File: config.mk
export PLATFORM = sky130hd
export DESIGN_NAME = regfile_seq
export DESIGN_NICKNAME = d
export VERILOG_FILES = /design/src/rtl/regfile_seq.sv
export SDC_FILE = /design/constraint.sdc
export NUM_CORES = 1
export LEC_CHECK = 0
export CAP_MARGIN = 20
export CORE_AREA = 4 4 162 164
export DETAILED_ROUTE_END_ITERATION = 7
export DIE_AREA = 0 0 166 168
export PLACE_DENSITY = 0.83
export SYNTH_ARGS = -nofsm -noshare
export SYNTH_HDL_FRONTEND = slang
export SYNTH_SLANG_ARGS = --single-unit
File: constraint.sdc
create_clock -name clk -period 3.7 [get_ports clk]
set_input_delay 0.555 -clock clk [delete_from_list [all_inputs] [get_ports clk]]
set_output_delay 0.555 -clock clk [all_outputs]
set_load 0.02 [all_outputs]
File: src/rtl/regfile_seq.sv
// Sequences one register-file read / execute / write-back operation: 5-cycle start-to-done latency, plus one cycle per extra EXEC cycle.
// ready is high only in IDLE, and start is ignored otherwise; the execution unit is given 256 EXEC cycles before the op ends with err.
module regfile_seq (
    input  logic        clk,
    input  logic        rst,
    input  logic        start,
    input  logic [3:0]  dst,
    input  logic [3:0]  src1,
    input  logic [3:0]  src2,
    output logic        ready,
    output logic        EN,
    output logic        RD,
    output logic        WR,
    output logic [3:0]  so1,
    output logic [3:0]  so2,
    output logic [3:0]  si1,
    output logic [63:0] I1,
    input  logic [63:0] O1,
    input  logic [63:0] O2,
    output logic        ex_valid,
    output logic [63:0] ex_a,
    output logic [63:0] ex_b,
    input  logic        ex_done,
    input  logic [63:0] ex_result,
    output logic        done,
    output logic        err
);

    typedef enum logic [2:0] {
        IDLE  = 3'd0,
        RDREQ = 3'd1,
        RDCAP = 3'd2,
        EXEC  = 3'd3,
        WB    = 3'd4,
        DONE  = 3'd5
    } state_t;

    state_t      state_q, state_d;
    logic [3:0]  dst_q, dst_d;
    logic [3:0]  src1_q, src1_d;
    logic [3:0]  src2_q, src2_d;
    logic [63:0] opa_q, opa_d;
    logic [63:0] opb_q, opb_d;
    logic [63:0] res_q, res_d;
    logic [7:0]  cnt_q, cnt_d;
    logic        err_q, err_d;

    always_ff @(posedge clk) begin
        if (rst) begin
            state_q <= IDLE;
            dst_q   <= 4'd0;
            src1_q  <= 4'd0;
            src2_q  <= 4'd0;
            opa_q   <= 64'd0;
            opb_q   <= 64'd0;
            res_q   <= 64'd0;
            cnt_q   <= 8'd0;
            err_q   <= 1'b0;
        end else begin
            state_q <= state_d;
            dst_q   <= dst_d;
            src1_q  <= src1_d;
            src2_q  <= src2_d;
            opa_q   <= opa_d;
            opb_q   <= opb_d;
            res_q   <= res_d;
            cnt_q   <= cnt_d;
            err_q   <= err_d;
        end
    end

    always_comb begin
        state_d = state_q;
        dst_d   = dst_q;
        src1_d  = src1_q;
        src2_d  = src2_q;
        opa_d   = opa_q;
        opb_d   = opb_q;
        res_d   = res_q;
        cnt_d   = cnt_q;
        err_d   = err_q;
        case (state_q)
            IDLE: begin
                if (start) begin
                    dst_d   = dst;
                    src1_d  = src1;
                    src2_d  = src2;
                    err_d   = 1'b0;
                    state_d = RDREQ;
                end
            end
            RDREQ: state_d = RDCAP;
            RDCAP: begin
                // Read data is valid one cycle after the RD strobe.
                opa_d   = O1;
                opb_d   = O2;
                cnt_d   = 8'd0;
                state_d = EXEC;
            end
            EXEC: begin
                cnt_d = cnt_q + 8'd1;
                if (ex_done) begin
                    res_d   = ex_result;
                    state_d = WB;
                end else if (cnt_q == 8'd255) begin
                    err_d   = 1'b1;
                    state_d = DONE;
                end
            end
            WB:      state_d = DONE;
            DONE:    state_d = IDLE;
            default: state_d = IDLE;
        endcase
    end

    always_comb begin
        ready    = (state_q == IDLE);
        EN       = (state_q == RDREQ) || (state_q == RDCAP) || (state_q == WB);
        RD       = (state_q == RDREQ);
        WR       = (state_q == WB);
        so1      = ((state_q == RDREQ) || (state_q == RDCAP)) ? src1_q : 4'd0;
        so2      = ((state_q == RDREQ) || (state_q == RDCAP)) ? src2_q : 4'd0;
        si1      = (state_q == WB) ? dst_q : 4'd0;
        I1       = (state_q == WB) ? res_q : 64'd0;
        ex_valid = (state_q == EXEC);
        ex_a     = (state_q == EXEC) ? opa_q : 64'd0;
        ex_b     = (state_q == EXEC) ? opb_q : 64'd0;
        done     = (state_q == DONE);
        err      = (state_q == DONE) && err_q;
    end

endmodule

# Word level (Yosys, flattened, before mapping)
# Index checks and enable logic that the tools add are counted.
# classes
n_addsub	1
n_eq_ne	10
mux	15
reduce_logical	10
# ops
cell	n
64-bit two-way mux	3
8-bit case mux with 2 select lines	1
3-bit case mux with 5 select lines	1
4-bit two-way mux	3
3-bit two-way mux	3
8-bit by 1-bit adder with 8-bit output, second input constant	1
8-bit equality test, second input constant	1
3-bit by 2-bit equality test with 1-bit output, second input constant	2
3-bit equality test, second input constant	2
2-bit AND reduction	3
2-bit != test, second input constant	2
4-bit AND reduction	1
2-bit nonzero test	2
3-bit by 1-bit equality test with 1-bit output, second input constant	1
3-bit zero test	1
1-bit two-way mux	3
3-bit by 1-bit != test with 1-bit output, second input constant	1
1-bit logical OR	2
2-bit by 1-bit != test with 1-bit output, second input constant	1
1-bit case mux with 2 select lines	1
1-bit logical AND	1
# totals
regBits	216
input_bits	208
output_inout_bits	211
wordCells	45

# Depth between registers and ports, before layout
# Gate-level depths: netlist of the first run.
# logic_depth
ltp_word	4
mapped_depth	7
depth_no_buf	4

# Worst setup path after synthesis of the first run
# Ideal clock, no wire load.
# synth_path
path_kind	register to output
from	reg state_q[2]
to	out I1[54]
arrival_time_ns	1.433
setup_slack_ns	1.712
path_stages_with_launch	4
path_buffers	1
cell_sequence	dfxtp_1 -> nor3b_4 -> clkbuf_1 -> and2_1
# synth_via
elab_chain_len	2
# synth_lines
item	line	rtl
from (decl)	38	state_t state_q, state_d;
from (signal assigned)	60	state_q <= state_d;
3-bit equality test	--	
named net WR	13	output logic WR,
64-bit two-way mux	124	I1 = (state_q == WB) ? res_q : 64'd0;
to (decl)	17	output logic [63:0] I1,
# The timed path passes the listed nets, and every way through them passes these cells.

# Final worst setup path of the first run
# layout_path
from	reg state_q[2]
to	out I1[18]
# layout_via
elab_chain_len	2
# layout_lines
item	line
3-bit equality test	124
64-bit two-way mux	124
# No other way between the ends.

==> results by group, run 1 <==
Status
  – Status: completed

Logic synthesis
  – Flops & latches, synth: 216
  – Syn. warnings: 0
  – Post-synth EDFFs: 0
  – Post-synthesis sequential area ratio: 47.1%
  – Synth Cell Area: 0.00917 mm^2
  – Area contributors post-synth: dfxtp_1 (47%), nand2_1 (17%), and2_1 (14%)
  – Yosys top cell area share: 47.1%
  – Mapped Nets: 1402
  – Distinct cell type count after synthesis: 42
  – Most common flop cell mapped by yosys: dfxtp_1
  – Post-synth top area cell: dfxtp_1
  – Synth Area per Inst: 7.69 um^2
  – Post-Syn Instances: 1193
  – Asr flop ratio synth: 0%

Final layout
  – Nets: 1766
  – P&R area growth vs syn: 54.8%
  – Layout cells sized above 1: 4.07%
  – Final Core Density: 57.0%
  – Number of fill cells in the layout: 2206
  – ANT cells: 0

Place
  – Detailed placement HPWL: 20400 um
  – I/O Buffers: 418
  – RD Place Congestion: 0.880

Die
  – Initial cell density of the core: 36.9%
  – Core ar.: 0.0249 mm^2
  – Die width: 166 um
  – Die Y: 168 um
  – Die area: 0.0279 mm^2
  – Core Rows: 58
  – Top-Level Pins: 419

Pwr
  – PD cells: 385 mW/mm^2
  – Max IR drop VDD: 0.353 mV
  – Static leakage: 5.00 nW

Worst setup path
  – Crit path max fanout: 71
  – Required @ worst endpoint: 3140 ps
  – Crit path kind: reg2out
  – Startpoint types: flip-flop
  – Critical Path AT: 2880 ps
  – Critical path endpoint category: primary output

Route
  – Drc violations: 0
  – Routed WL: 29500 um
  – Via count: 9227
  – Initial drt markers: 551
  – Post-DR vias/cell: 4.85
  – Routed WL per cell: 15.5 um
  – Antenna Nets Post-Route: 0
  – TritonRoute pass-1 iters: 5

Clock network
  – H-tree depth: 1
  – Worst-Skew Late Latency: 510 ps
  – Clock sink total: 216
  – CTS Buf Count: 24
  – CTS root buffer: clkbuf_16
  – Clock buffer depth: 3
  – Clk slew on worst S/H paths: 60 ps
  – Post-CTS Setup Bufs: 0
  – CTS tree: built

Timing
  – RSZ-0062 raised after global routing: false
  – TNS Setup: 0 ps
  – Clock skew: 13.9 ps
  – Worst-margin pin slew: 911 ps
  – Final min period: 3430 ps
  – Fmax achieved: 0.291 GHz
  – Crit share post-route: 92.8%
  – Final hold vios: 0
  – Final setup viols: 0
  – Relative slew slack: 39.3%
  – Max-slew violations: 0

Run
  – Max Cap Viol: 0

Global route
  – Initial antenna violation count: 0
  – Global Route Usage Sum: 19.9%
  – Vias in the first global route: 9024
  – Global-route wire length before repair: 46400 um
  – Total grt overflow: 0
  – Largest net degree at the start of global routing: 119

Hold path
  – Hold/Removal Path Class: reg2reg
## critical path: stages (launching register included)
cell	delay (ps)
dfxtp_1	710
nor3b_4	270
buf_4	480
and2_1	240
clkdlybuf4s50_1	620
## logic make-up (layout without fill, tap and decap cells)
kind of cell | count (synthesis) | count (layout) | share of synthesized area (%)
AOI/OAI and AO/OA | 223 | 223 | 12.5
DFF | 216 | 216 | 47.1
and+or+nand+nor | 654 | 654 | 34.1
buffers and inverters | 98 | 478 | 6.07
xor gates and xnor gates | 1 | 1 | 0.0955
adders and majority gates | 1 | 1 | 0.136
## cells in the mapped netlist (2+ instances only)
master      n
buf_4      15
nor4bb_1    2
nor3_1      4
and3_1      2
nand2_1   413
and2_1    206
inv_1       3
dfxtp_1   216
o311ai_0    3
nor2_1      3
nand4_1     2
or4b_1      2
buf_6      15
a21oi_1   212
buf_2      16
nand4b_1    2
or4_1       3
clkbuf_1   48
nand3_1     3
## state kept, by name, indices dropped and copies added (netlist names)
signal and count:
opb_q 64, dst_q 4, state_q 3, cnt_q 8, src2_q 4, src1_q 4
err_q 1, res_q 64, opa_q 64
## area by class of cell
class                      instances  area (um^2)  share of cell area, %
clock buffer                      34          729                   5.14
clock inverter                     8         96.3                  0.679
inverter                           4         15.0                  0.106
multi-input combinational        879         4300                   30.3
sequential                       216         4330                   30.5
tap                              330          413                   2.91
timing repair buffer             432         4320                   30.4
## power by group
group / internal, mW / leakage, nW / switching [mW]
sequential: 2.41 / 1.75 / 0.0470
combinational: 0.296 / 2.85 / 0.263
clock: 1.51 / 0.409 / 0.939
## per-layer routing
layer	up-vias	wire (um)	GRT usage [%]
met5	-	0	0
met4	0	1240	7.96
met3	83	2150	4.93
met2	352	14400	34.9
met1	4264	11800	23.4
li1	4528	-	-
## cells in the final DEF, fill, tap and decap left out, types with 3 or more instances in the layout
cell / netlist / final
clkdlybuf4s50_1: 0 / 417
nand2_1: 413 / 413
dfxtp_1: 216 / 215
a21oi_1: 212 / 212
and2_1: 206 / 206
clkbuf_16: 0 / 25
buf_4: 15 / 12
clkbuf_8: 0 / 7
nor3_1: 4 / 4
clkinv_2: 0 / 4
inv_1: 3 / 3
nor2_1: 3 / 3
nand3_1: 3 / 3
o311ai_0: 3 / 3
or4_1: 3 / 3
## per-stage QoR
stage	worst slack [ps]	power (mW)	area (um^2)	hold WS (ps)	instances
global placement	708	3.05	13400	437	1861
CTS	109	5.53	14200	450	1903
global route	43.5	5.68	14200	463	1903
finish	266	5.46	14200	448	1903
detailed placement	661	3.07	13400	442	1861
floorplan	1710	2.77	9170	432	1193
## final timing paths
kind / from / to / slack (ps) / depth (start not counted)
setup / recovery: state_q[2] / I1[18] / 270 / 4
hold / removal: opa_q[13] / opa_q[13] / 450 / 2
setup reg to reg: state_q[2] / opa_q[7] / 1340 / 4
hold reg to reg: opa_q[13] / opa_q[13] / 450 / 2
## timing repair
action / CTS / global route
hold buffers: 0 / 0
endpoints found under the setup margin: 0 / 15
resized for setup: 0 / 1
No activity file was read; power rests on OpenSTA's default activity.
==> run 2, diff against run 1 <==
ABC_AREA = 1   (was unset)
CAP_MARGIN = unset   (was 20)
CORE_AREA = 4 4 160 162   (was 4 4 162 164)
DIE_AREA = 0 0 164 166   (was 0 0 166 168)
PLACE_DENSITY = 0.84   (was 0.83)
==> run 2 against run 1 <==
Sequential cell count is the same. Register-to-register slack gained 60 ps. Wire length rose by 1.2%. Largest power group unchanged.
==> results by group, run 2 <==
Status
  – Status: completed

Timing
  – Final hold vios: 0
  – Worst-margin pin slew: 972 ps
  – TNS Setup: 0 ps
  – Fmax achieved: 0.289 GHz
  – Final min period: 3460 ps
  – RSZ-0062 raised after global routing: false
  – Final hold slack: 452 ps
  – Crit share post-route: 93.5%
  – Relative slew slack: 35.2%
  – Max-slew violations: 0
  – Clock skew: 15.6 ps
  – Final setup viols: 0

Clock network
  – H-tree depth: 1
  – CTS Buf Count: 24
  – Clk slew on worst S/H paths: 60 ps
  – Clock sink total: 216
  – CTS root buffer: clkbuf_16
  – Post-CTS sizing: 0
  – Hold buffer count at cts: 0
  – Post-CTS Setup Bufs: 0
  – Worst-Skew Late Latency: 510 ps
  – Clock buffer depth: 3
  – CTS tree: built

Route
  – Via count: 9515
  – Routed WL per cell: 15.0 um
  – Drc violations: 0
  – Routed WL: 29900 um
  – Post-DR vias/cell: 4.77
  – Initial drt markers: 706
  – Antenna Nets Post-Route: 0
  – TritonRoute pass-1 iters: 5

Hold path
  – WHS Path Cells: 2
  – Hold/Removal Path Class: reg2reg

Global route
  – Largest net degree at the start of global routing: 261
  – Initial antenna violation count: 1
  – Vias in the first global route: 9275
  – Total grt overflow: 0
  – Global Route Usage Sum: 20.4%
  – Global-route wire length before repair: 46500 um

Worst setup path
  – Crit path kind: reg2out
  – CP max stage delay: 660 ps
  – Worst-path cell chain: nand2_1 -> nor2_4 -> inv_4 -> buf_4 -> nor2_1 -> clkdlybuf4s50_1
  – Critical path endpoint category: primary output
  – Crit path max fanout: 92
  – Startpoint types: flip-flop
  – Critical Path AT: 2900 ps
  – Reg2reg path depth: 7
  – Required @ worst endpoint: 3140 ps
  – CP max stage cell: inv_4

Logic synthesis
  – Top cells by count, synth: inv_1 (222), nor2_1 (220), dfxtp_1 (216), a21oi_1 (211), o21ai_0 (144)
  – Post-Syn Instances: 1297
  – Post-synthesis sequential area ratio: 47.9%
  – Post-synth top area cell: dfxtp_1
  – Synth Area per Inst: 6.97 um^2
  – Area contributors post-synth: dfxtp_1 (48%), a21oi_1 (12%), inv_1 (9.2%)
  – Distinct cell type count after synthesis: 19
  – Top-count cell post-synth: inv_1
  – Most common flop cell mapped by yosys: dfxtp_1
  – Post-synth EDFFs: 0
  – Flops & latches, synth: 216
  – Asr flop ratio synth: 0%
  – Syn. warnings: 0
  – Synth Cell Area: 0.00903 mm^2
  – Yosys top cell area share: 47.9%
  – Mapped Nets: 1506

Final layout
  – Layout cells sized above 1: 3.48%
  – Non-Filler Instances: 1994
  – Nets: 1862
  – Most common library cell in the layout ignoring fill and taps: clkdlybuf4s50_1
  – P&R area growth vs syn: 56.3%
  – Final Instance Area: 0.0141 mm^2
  – Most frequent cells in the layout: clkdlybuf4s50_1 (416), inv_1 (221), nor2_1 (220), dfxtp_1 (216), a21oi_1 (211)
  – Biggest regs: opa_q (64), opb_q (64), res_q (64)

Place
  – I/O Buffers: 418
  – Area post-placement: 0.0133 mm^2
  – Cells after DPL: 1951
  – Detailed placement HPWL: 20500 um
  – RD Place Congestion: 0.816

Run
  – Max Cap Viol: 0

Pwr
  – Static leakage: 4.80 nW
  – Max IR drop VDD: 0.266 mV
  – PD cells: 421 mW/mm^2

Die
  – Initial cell density of the core: 37.5%
  – Core ar.: 0.0241 mm^2
  – Core Rows: 57
  – Top-Level Pins: 419
  – Die area: 0.0272 mm^2
  – Die Y: 166 um
  – Die width: 164 um
-- run 2: cell count changes after synthesis, moves of 3 or more --
cell      before  now
and2_1       206    0
nand3_1        3   74
nand2_1      413  103
or4_1          3    0
o21ai_0        1  144
buf_4         15    5
buf_2         16   42
inv_1          3  222
nor2_1         3  220
o311ai_0       3    0
buf_6         15    2
-- run 2: metal layers --
layer  GRT usage (%)  share of wire [%]  vias up
met5               0                  0        -
met4            7.91                3.8        0
met3            7.45                 11       75
met2            34.9                 48      378
met1            23.0                 38     4305
li1                -                  -     4757
-- run 2: power by group --
group	switching (mW)	internal, mW	total, mW
logic	0.498	0.389	0.887
clock network	0.970	1.49	2.46
registers	0.0607	2.53	2.59
-- run 2: kinds of logic after synthesis --
| kind of cell | after synthesis | share of synthesized area (%) |
|---|---|---|
| buf+inv | 321 | 14.3 |
| compound gates | 355 | 19.7 |
| simple gates | 404 | 18.0 |
| fa+ha+maj | 1 | 0.138 |
| flops | 216 | 47.9 |
-- run 2: path summary, 6_finish.rpt --
check	start	endpoint	slack, ps
setup / recovery	state_q[1]	ex_b[4]	240
hold / removal	opa_q[56]	opa_q[56]	450
setup reg to reg	state_q[1]	res_q[40]	1400
hold reg to reg	opa_q[56]	opa_q[56]	450
-- run 2: final cells by class --
cell class,instances,area (um^2)
clock inverter,7,103
multi-input combinational,760,3440
timing repair buffer,427,4280
antenna,1,2.50
clock buffer,35,722
sequential,216,4320
fill,2076,9990
tap,324,405
inverter,224,845
-- run 2: worst max-delay path: cells and delay by family, from the launching register on --
family	cells	cell delay (ps)
DFF	1	390
and+or+nand+nor	3	340
buffers and inverters	3	1610
-- run 2: per-stage QoR --
step	setup slack (ps)	total power [mW]	utilization [%]
final	240	5.94	58.6
after global routing	91.8	6.22	58.6
after CTS	200	6.01	58.6
after detailed placement	802	3.53	55.1
after global placement	876	3.50	55.1
after floorplan	1850	3.13	-
